[src/rtl/regfile_wb_ctrl_if.sv]
// Writeback request channel between an execution producer and the register-file
// writeback controller: valid/ready handshake carrying up to two register writes.
interface regfile_wb_ctrl_if #(
  parameter int unsigned AW = 4,
  parameter int unsigned DW = 32
);
  logic          wb_valid;
  logic          wb_ready;
  logic          wb_rd_en;
  logic [AW-1:0] wb_rd;
  logic [DW-1:0] wb_rd_data;
  logic          wb_rs_en;
  logic [AW-1:0] wb_rs;
  logic [DW-1:0] wb_rs_data;

  modport master (
    output wb_valid, wb_rd_en, wb_rd, wb_rd_data, wb_rs_en, wb_rs, wb_rs_data,
    input  wb_ready
  );

  modport slave (
    input  wb_valid, wb_rd_en, wb_rd, wb_rd_data, wb_rs_en, wb_rs, wb_rs_data,
    output wb_ready
  );
endinterface

[src/rtl/regfile_wb_ctrl.sv]
// Queues writeback entries and issues them to a two-write-port register file,
// splitting same-register Rd/Rs collisions so the Rd value lands last.
module regfile_wb_ctrl #(
  parameter int unsigned DEPTH = 4,
  parameter int unsigned AW    = 4,
  parameter int unsigned DW    = 32
) (
  input  logic                     clock,
  input  logic                     reset,
  regfile_wb_ctrl_if.slave         wb,
  output logic                     RegWRd,
  output logic [AW-1:0]            Rd,
  output logic [DW-1:0]            busWd,
  output logic                     RegWRs,
  output logic [AW-1:0]            RsW,
  output logic [DW-1:0]            busWs,
  input  logic [AW-1:0]            chk_a,
  input  logic [AW-1:0]            chk_b,
  output logic                     hazard,
  output logic [$clog2(DEPTH):0]   count
);

  localparam int unsigned PW = $clog2(DEPTH);
  localparam int unsigned CW = PW + 1;

  typedef struct packed {
    logic          rd_en;
    logic [AW-1:0] rd;
    logic [DW-1:0] rd_data;
    logic          rs_en;
    logic [AW-1:0] rs;
    logic [DW-1:0] rs_data;
  } entry_t;

  typedef enum logic [1:0] {IDLE, ISSUE, SPLIT} state_t;

  entry_t        mem_q [DEPTH];
  logic [PW-1:0] wptr_q;
  logic [PW-1:0] rptr_q;
  logic [CW-1:0] count_q;
  state_t        state_q;

  logic          rd_we_q;
  logic [AW-1:0] rd_q;
  logic [DW-1:0] rd_data_q;
  logic          rs_we_q;
  logic [AW-1:0] rs_q;
  logic [DW-1:0] rs_data_q;
  logic [AW-1:0] split_rd_q;
  logic [DW-1:0] split_data_q;

  entry_t        head;
  entry_t        in_entry;
  logic          push;
  logic          pop;
  logic          not_empty;
  logic          same_dst;
  logic [PW-1:0] off [DEPTH];
  logic          hit;

  assign wb.wb_ready = (count_q < CW'(DEPTH));
  assign push        = wb.wb_valid && wb.wb_ready;
  assign not_empty   = (count_q != '0);
  assign pop         = not_empty && (state_q != SPLIT);
  assign head        = mem_q[rptr_q];
  assign same_dst    = head.rd_en && head.rs_en && (head.rd == head.rs);

  always_comb begin
    in_entry.rd_en   = wb.wb_rd_en;
    in_entry.rd      = wb.wb_rd;
    in_entry.rd_data = wb.wb_rd_data;
    in_entry.rs_en   = wb.wb_rs_en;
    in_entry.rs      = wb.wb_rs;
    in_entry.rs_data = wb.wb_rs_data;
  end

  // Pending-write lookup: live FIFO slots, strobes on the wire, held split Rd.
  always_comb begin
    hit = 1'b0;
    for (int unsigned i = 0; i < DEPTH; i++) begin
      off[i] = PW'(i) - rptr_q;
      if ({1'b0, off[i]} < count_q) begin
        if (mem_q[i].rd_en && ((mem_q[i].rd == chk_a) || (mem_q[i].rd == chk_b))) hit = 1'b1;
        if (mem_q[i].rs_en && ((mem_q[i].rs == chk_a) || (mem_q[i].rs == chk_b))) hit = 1'b1;
      end
    end
    if (rd_we_q && ((rd_q == chk_a) || (rd_q == chk_b))) hit = 1'b1;
    if (rs_we_q && ((rs_q == chk_a) || (rs_q == chk_b))) hit = 1'b1;
    if ((state_q == SPLIT) && ((split_rd_q == chk_a) || (split_rd_q == chk_b))) hit = 1'b1;
  end

  always_ff @(posedge clock) begin
    if (reset) begin
      wptr_q       <= '0;
      rptr_q       <= '0;
      count_q      <= '0;
      state_q      <= IDLE;
      rd_we_q      <= 1'b0;
      rd_q         <= '0;
      rd_data_q    <= '0;
      rs_we_q      <= 1'b0;
      rs_q         <= '0;
      rs_data_q    <= '0;
      split_rd_q   <= '0;
      split_data_q <= '0;
    end else begin
      if (push) begin
        mem_q[wptr_q] <= in_entry;
        wptr_q        <= wptr_q + PW'(1);
      end
      if (pop) rptr_q <= rptr_q + PW'(1);
      count_q <= count_q + CW'(push) - CW'(pop);

      // Rs goes first on a collision so the Rd value is what the register keeps.
      case (state_q)
        IDLE, ISSUE: begin
          if (pop) begin
            if (same_dst) begin
              rd_we_q      <= 1'b0;
              rs_we_q      <= 1'b1;
              rs_q         <= head.rs;
              rs_data_q    <= head.rs_data;
              split_rd_q   <= head.rd;
              split_data_q <= head.rd_data;
              state_q      <= SPLIT;
            end else begin
              rd_we_q <= head.rd_en;
              rs_we_q <= head.rs_en;
              if (head.rd_en) begin
                rd_q      <= head.rd;
                rd_data_q <= head.rd_data;
              end
              if (head.rs_en) begin
                rs_q      <= head.rs;
                rs_data_q <= head.rs_data;
              end
              state_q <= ISSUE;
            end
          end else begin
            rd_we_q <= 1'b0;
            rs_we_q <= 1'b0;
            state_q <= IDLE;
          end
        end
        SPLIT: begin
          rd_we_q   <= 1'b1;
          rs_we_q   <= 1'b0;
          rd_q      <= split_rd_q;
          rd_data_q <= split_data_q;
          state_q   <= not_empty ? ISSUE : IDLE;
        end
        default: begin
          rd_we_q <= 1'b0;
          rs_we_q <= 1'b0;
          state_q <= IDLE;
        end
      endcase
    end
  end

  assign RegWRd = rd_we_q;
  assign Rd     = rd_q;
  assign busWd  = rd_data_q;
  assign RegWRs = rs_we_q;
  assign RsW    = rs_q;
  assign busWs  = rs_data_q;
  assign hazard = hit;
  assign count  = count_q;

endmodule

[src/flat_wrapper.sv]
// flat-port wrapper written by rule: the top's interface ports become plain ports
module regfile_wb_ctrl_flat 
#(
  parameter int unsigned DEPTH = 4,
  parameter int unsigned AW    = 4,
  parameter int unsigned DW    = 32
)
  (clock, reset, RegWRd, Rd, busWd, RegWRs, RsW, busWs, chk_a, chk_b, hazard, count, wb_wb_valid, wb_wb_rd_en, wb_wb_rd, wb_wb_rd_data, wb_wb_rs_en, wb_wb_rs, wb_wb_rs_data, wb_wb_ready);
  regfile_wb_ctrl_if #(.AW(AW), .DW(DW)) wb_i ();
  input  logic clock;
  input  logic reset;
  output logic RegWRd;
  output logic [AW-1:0] Rd;
  output logic [DW-1:0] busWd;
  output logic RegWRs;
  output logic [AW-1:0] RsW;
  output logic [DW-1:0] busWs;
  input  logic [AW-1:0] chk_a;
  input  logic [AW-1:0] chk_b;
  output logic hazard;
  output logic [$clog2(DEPTH):0] count;
  input wire logic [$bits(wb_i.wb_valid)-1:0] wb_wb_valid;
  input wire logic [$bits(wb_i.wb_rd_en)-1:0] wb_wb_rd_en;
  input wire logic [$bits(wb_i.wb_rd)-1:0] wb_wb_rd;
  input wire logic [$bits(wb_i.wb_rd_data)-1:0] wb_wb_rd_data;
  input wire logic [$bits(wb_i.wb_rs_en)-1:0] wb_wb_rs_en;
  input wire logic [$bits(wb_i.wb_rs)-1:0] wb_wb_rs;
  input wire logic [$bits(wb_i.wb_rs_data)-1:0] wb_wb_rs_data;
  output wire logic [$bits(wb_i.wb_ready)-1:0] wb_wb_ready;
  assign wb_i.wb_valid = wb_wb_valid;
  assign wb_i.wb_rd_en = wb_wb_rd_en;
  assign wb_i.wb_rd = wb_wb_rd;
  assign wb_i.wb_rd_data = wb_wb_rd_data;
  assign wb_i.wb_rs_en = wb_wb_rs_en;
  assign wb_i.wb_rs = wb_wb_rs;
  assign wb_i.wb_rs_data = wb_wb_rs_data;
  assign wb_wb_ready = wb_i.wb_ready;
  regfile_wb_ctrl #(.DEPTH(DEPTH), .AW(AW), .DW(DW)) u_core (.clock(clock), .reset(reset), .wb(wb_i), .RegWRd(RegWRd), .Rd(Rd), .busWd(busWd), .RegWRs(RegWRs), .RsW(RsW), .busWs(busWs), .chk_a(chk_a), .chk_b(chk_b), .hazard(hazard), .count(count));
endmodule
[config.mk]
export PLATFORM = sky130hd
export DESIGN_NAME = regfile_wb_ctrl_flat
export DESIGN_NICKNAME = d
export VERILOG_FILES = /design/src/rtl/regfile_wb_ctrl_if.sv /design/src/rtl/regfile_wb_ctrl.sv /design/src/flat_wrapper.sv
export SDC_FILE = /design/constraint.sdc
export NUM_CORES = 1
export LEC_CHECK = 0
export BUFFER_PORTS_ARGS = -buffer_cell sky130_fd_sc_hd__buf_2
export CAP_MARGIN = 0
export CORE_UTILIZATION = 59
export DETAILED_ROUTE_END_ITERATION = 10
export PLACE_DENSITY = 0.85
export SETUP_SLACK_MARGIN = 0.1
export SYNTH_ARGS = -nofsm -noshare
export SYNTH_HDL_FRONTEND = slang
export SYNTH_SLANG_ARGS = --single-unit
[constraint.sdc]
create_clock -name clock -period 3.91 [get_ports clock]
set_input_delay 0 -clock clock [delete_from_list [all_inputs] [get_ports clock]]
set_output_delay 0 -clock clock [all_outputs]
set_load 0.02 [all_outputs]
==> out/results.ini <==
[placed_design]
pre_cts_ws_ps=1209
gp_congestion=0.8405
place_hpwl_um=21080
placed_area_um2=17670
io_buffers=163

[floorplan]
dieArea_um2=28630
rows=60
initial_core_util=0.6070
die_w_um=169.2
pin_count=164
die_h_um=169.2
core_area_um2=27180

[global_route]
grt_pass1_vias=10390
grt_pass1_wl_um=56650
antenna_found_initial=0
grt_overflow=0
grt_max_degree=74
grtUsageTotal=0.2621

[synthesis]
syn_nets=1136
syn_area_um2=16490
yosysUniqueCellTypes=33
postSynthAreaPerCell_um2=15.86
yosysSeqAreaShare=0.6857
syn_inst=1040
yosys_warnings=0
synth-seq-cells=417

[power]
clock_power_share=0.294
p_leak_nw=7.234
pwr-share-seq=0.421
p_sw_frac=0.3184
irDropWorstVdd_mv=0.5866
total_power_mw=13.60
power_density_nw_per_um2=686.5
intPower_mw=9.267
comb_power_share=0.285
p_sw_mw=4.329

[sta]
fin_setup_tns_ps=0
drv_slew=0
fin_crit_sh=0.7124
period_minus_slack_ps=2786
relSlewSlack=0.3678
fin_worst_skew_ps=14.22
setup_ws_ps=1124
rsz0062_at_grt=no
finalHoldViolCount=0
finalSetupViolCount=0
fmax_mhz=359.0
hold_ws_ps=31.82
worstMarginPinSlew_ps=948.3

[clocking]
cts-htree-levels=2
cts_buffer_depth=3
cts_root_buffer=clkbuf_16
clk_pin_slew_ps=60
clock_sinks=417
clock_latency_ps=530
numCtsBuffers=41
cts_tree=yes

[run]
max-cap-violations=0

[routing]
drt_wl_total_um=37150
first_pass_iters=5
ant_nets=0
wl_per_cell_um=22.07
drtIter0Drc=742
vias=9843
viasPerCell=5.848
drc=0

[status]
outcome=completed

[cells_and_area]
n_antenna_cell=0
num-nets-final=1374
drive_above_1_share=0.2494
synthToLayoutAreaGrowth_pct=20.07
stdcell_area_um2=19810

[min_path]
hold_path.class=in -> reg
worstHoldStart=wb_wb_valid
hold_path_depth=4

[worst_setup_path]
critPathKind=reg -> reg
required_ps=4320
cp_max_fo=73
r2r_cells=7
critPathLaunchType=register
worst_ep_arrival_time_ps=3200
end_kind=register

power groups by stage:
stage | combinational (mW) | sequential [mW] | clock [mW]
after floorplan | 2.33 | 6.09 | 0
after CTS | 3.87 | 5.72 | 4.03
final | 3.88 | 5.72 | 4.00
after global routing | 4.18 | 5.78 | 4.21
after global placement | 3.65 | 5.77 | 0
after detailed placement | 3.76 | 5.80 | 0
worst paths after layout:
check / to / slack (ps)
max: u_core.busWd[10]$_SDFFE_PP0P_ / 1120
min: u_core.wptr_q[0]$_SDFFE_PP0P_ / 30
max reg2reg: u_core.busWd[10]$_SDFFE_PP0P_ / 1120
min reg2reg: u_core.busWs[5]$_SDFFE_PP0P_ / 460
logic make-up (layout without fill, tap and decap cells):
| logic type | count (synthesis) | count (layout) | synth area share |
|---|---|---|---|
| flip-flops | 417 | 417 | 0.6857 |
| XOR/XNOR | 98 | 98 | 0.05204 |
| buffers and inverters | 70 | 341 | 0.02063 |
| multiplexers | 146 | 146 | 0.1447 |
| AO/OA/AOI/OAI | 97 | 97 | 0.03649 |
| adder cells (fa/ha/maj) | 11 | 11 | 0.008799 |
| AND/OR/NAND/NOR | 201 | 201 | 0.05158 |
worst max-delay path, cell delays in order, from the launching register on:
cell	delay [ps]
dfxtp_4	570
buf_4	470
mux4_2	430
and3_1	220
a22oi_2	200
buf_12	300
nor2_1	100
a211oi_1	320
Yosys cell counts:
cell type | n | area share
a211oi_1 | 37 | 0.017
a21oi_1 | 46 | 0.014
a221oi_1 | 1 | 0.00053
a22oi_2 | 1 | 0.00076
a41o_1 | 1 | 0.00061
and2_1 | 5 | 0.0019
and3_1 | 1 | 0.00038
and4b_1 | 1 | 0.00061
buf_1 | 10 | 0.0023
buf_12 | 3 | 0.0036
buf_2 | 11 | 0.0033
buf_6 | 2 | 0.0014
clkbuf_1 | 34 | 0.0077
dfxtp_1 | 121 | 0.15
edfxtp_1 | 296 | 0.54
fa_1 | 1 | 0.0012
ha_1 | 10 | 0.0076
inv_1 | 10 | 0.0023
mux2i_1 | 72 | 0.044
mux4_2 | 74 | 0.10
nand2_1 | 79 | 0.018
nand2b_1 | 1 | 0.00038
nand3_1 | 1 | 0.00030
nand4_1 | 4 | 0.0015
nor2_1 | 85 | 0.019
nor2b_1 | 5 | 0.0019
nor3_1 | 2 | 0.00061
nor3_2 | 1 | 0.00061
nor4_1 | 16 | 0.0061
o21ai_0 | 9 | 0.0027
o41ai_1 | 2 | 0.0011
xnor2_1 | 23 | 0.012
xor2_1 | 75 | 0.040
metal layers:
layer / global-route usage / vias to the layer above / part of all wire
met3: 0.04314 / 104 / 0.058
met2: 0.4520 / 383 / 0.51
met1: 0.3293 / 4976 / 0.39
met5: 0 / - / 0
li1: - / 4380 / -
met4: 0.1144 / 0 / 0.038
registers in the layout, summed over array words and instances (netlist names), named ones only:
register             count
u_core.split_data_q     32
u_core.state_q           2
u_core.RegWRd            1
u_core.busWs            32
u_core.busWd            32
u_core.wptr_q            2
u_core.RegWRs            1
u_core.RsW               4
u_core.mem_q           296
u_core.Rd                4
u_core.rptr_q            2
u_core.count             3
u_core.split_rd_q        4
through the flow:
step,std cells,utilization
floorplan,1040,-
global placement,1532,0.6504
detailed placement,1532,0.6504
CTS,1683,0.7288
global route,1683,0.7288
finish,1683,0.7288
cell usage in the layout, fill, tap and decap left out, types with 2 or more instances in the layout:
cell / count
a211oi_1: 37
a21oi_1: 46
and2_4: 4
buf_12: 4
buf_2: 162
buf_4: 14
bufinv_16: 4
clkbuf_1: 10
clkbuf_16: 43
clkbuf_8: 5
clkinv_1: 3
clkinv_2: 7
clkinvlp_4: 3
dfxtp_1: 119
dfxtp_4: 2
dlygate4sd3_1: 75
edfxtp_1: 296
ha_1: 10
inv_1: 10
mux2i_1: 72
mux4_2: 74
nand2_1: 78
nand4_1: 4
nor2_1: 85
nor2b_1: 5
nor3_1: 2
nor4_1: 16
o21ai_0: 9
o41ai_1: 2
xnor2_1: 23
xor2_1: 75
layout make-up:
class                   count  area, µm²
well taps                 372      465.4
multi-input cells         553       4857
fillers                  1680       7371
inverters                  10      37.54
clock buffers              58       1182
flip-flops and latches    417      11320
clock inverters            18      197.7
repair buffers            255       1747
timing repair:
action                    4_1_cts  5_1_grt
hold buffers                   75        0
buffers inserted                0        0
resized for setup               0        0
hold endpoints to repair      324        0
No activity file was read; power rests on OpenSTA's default activity.
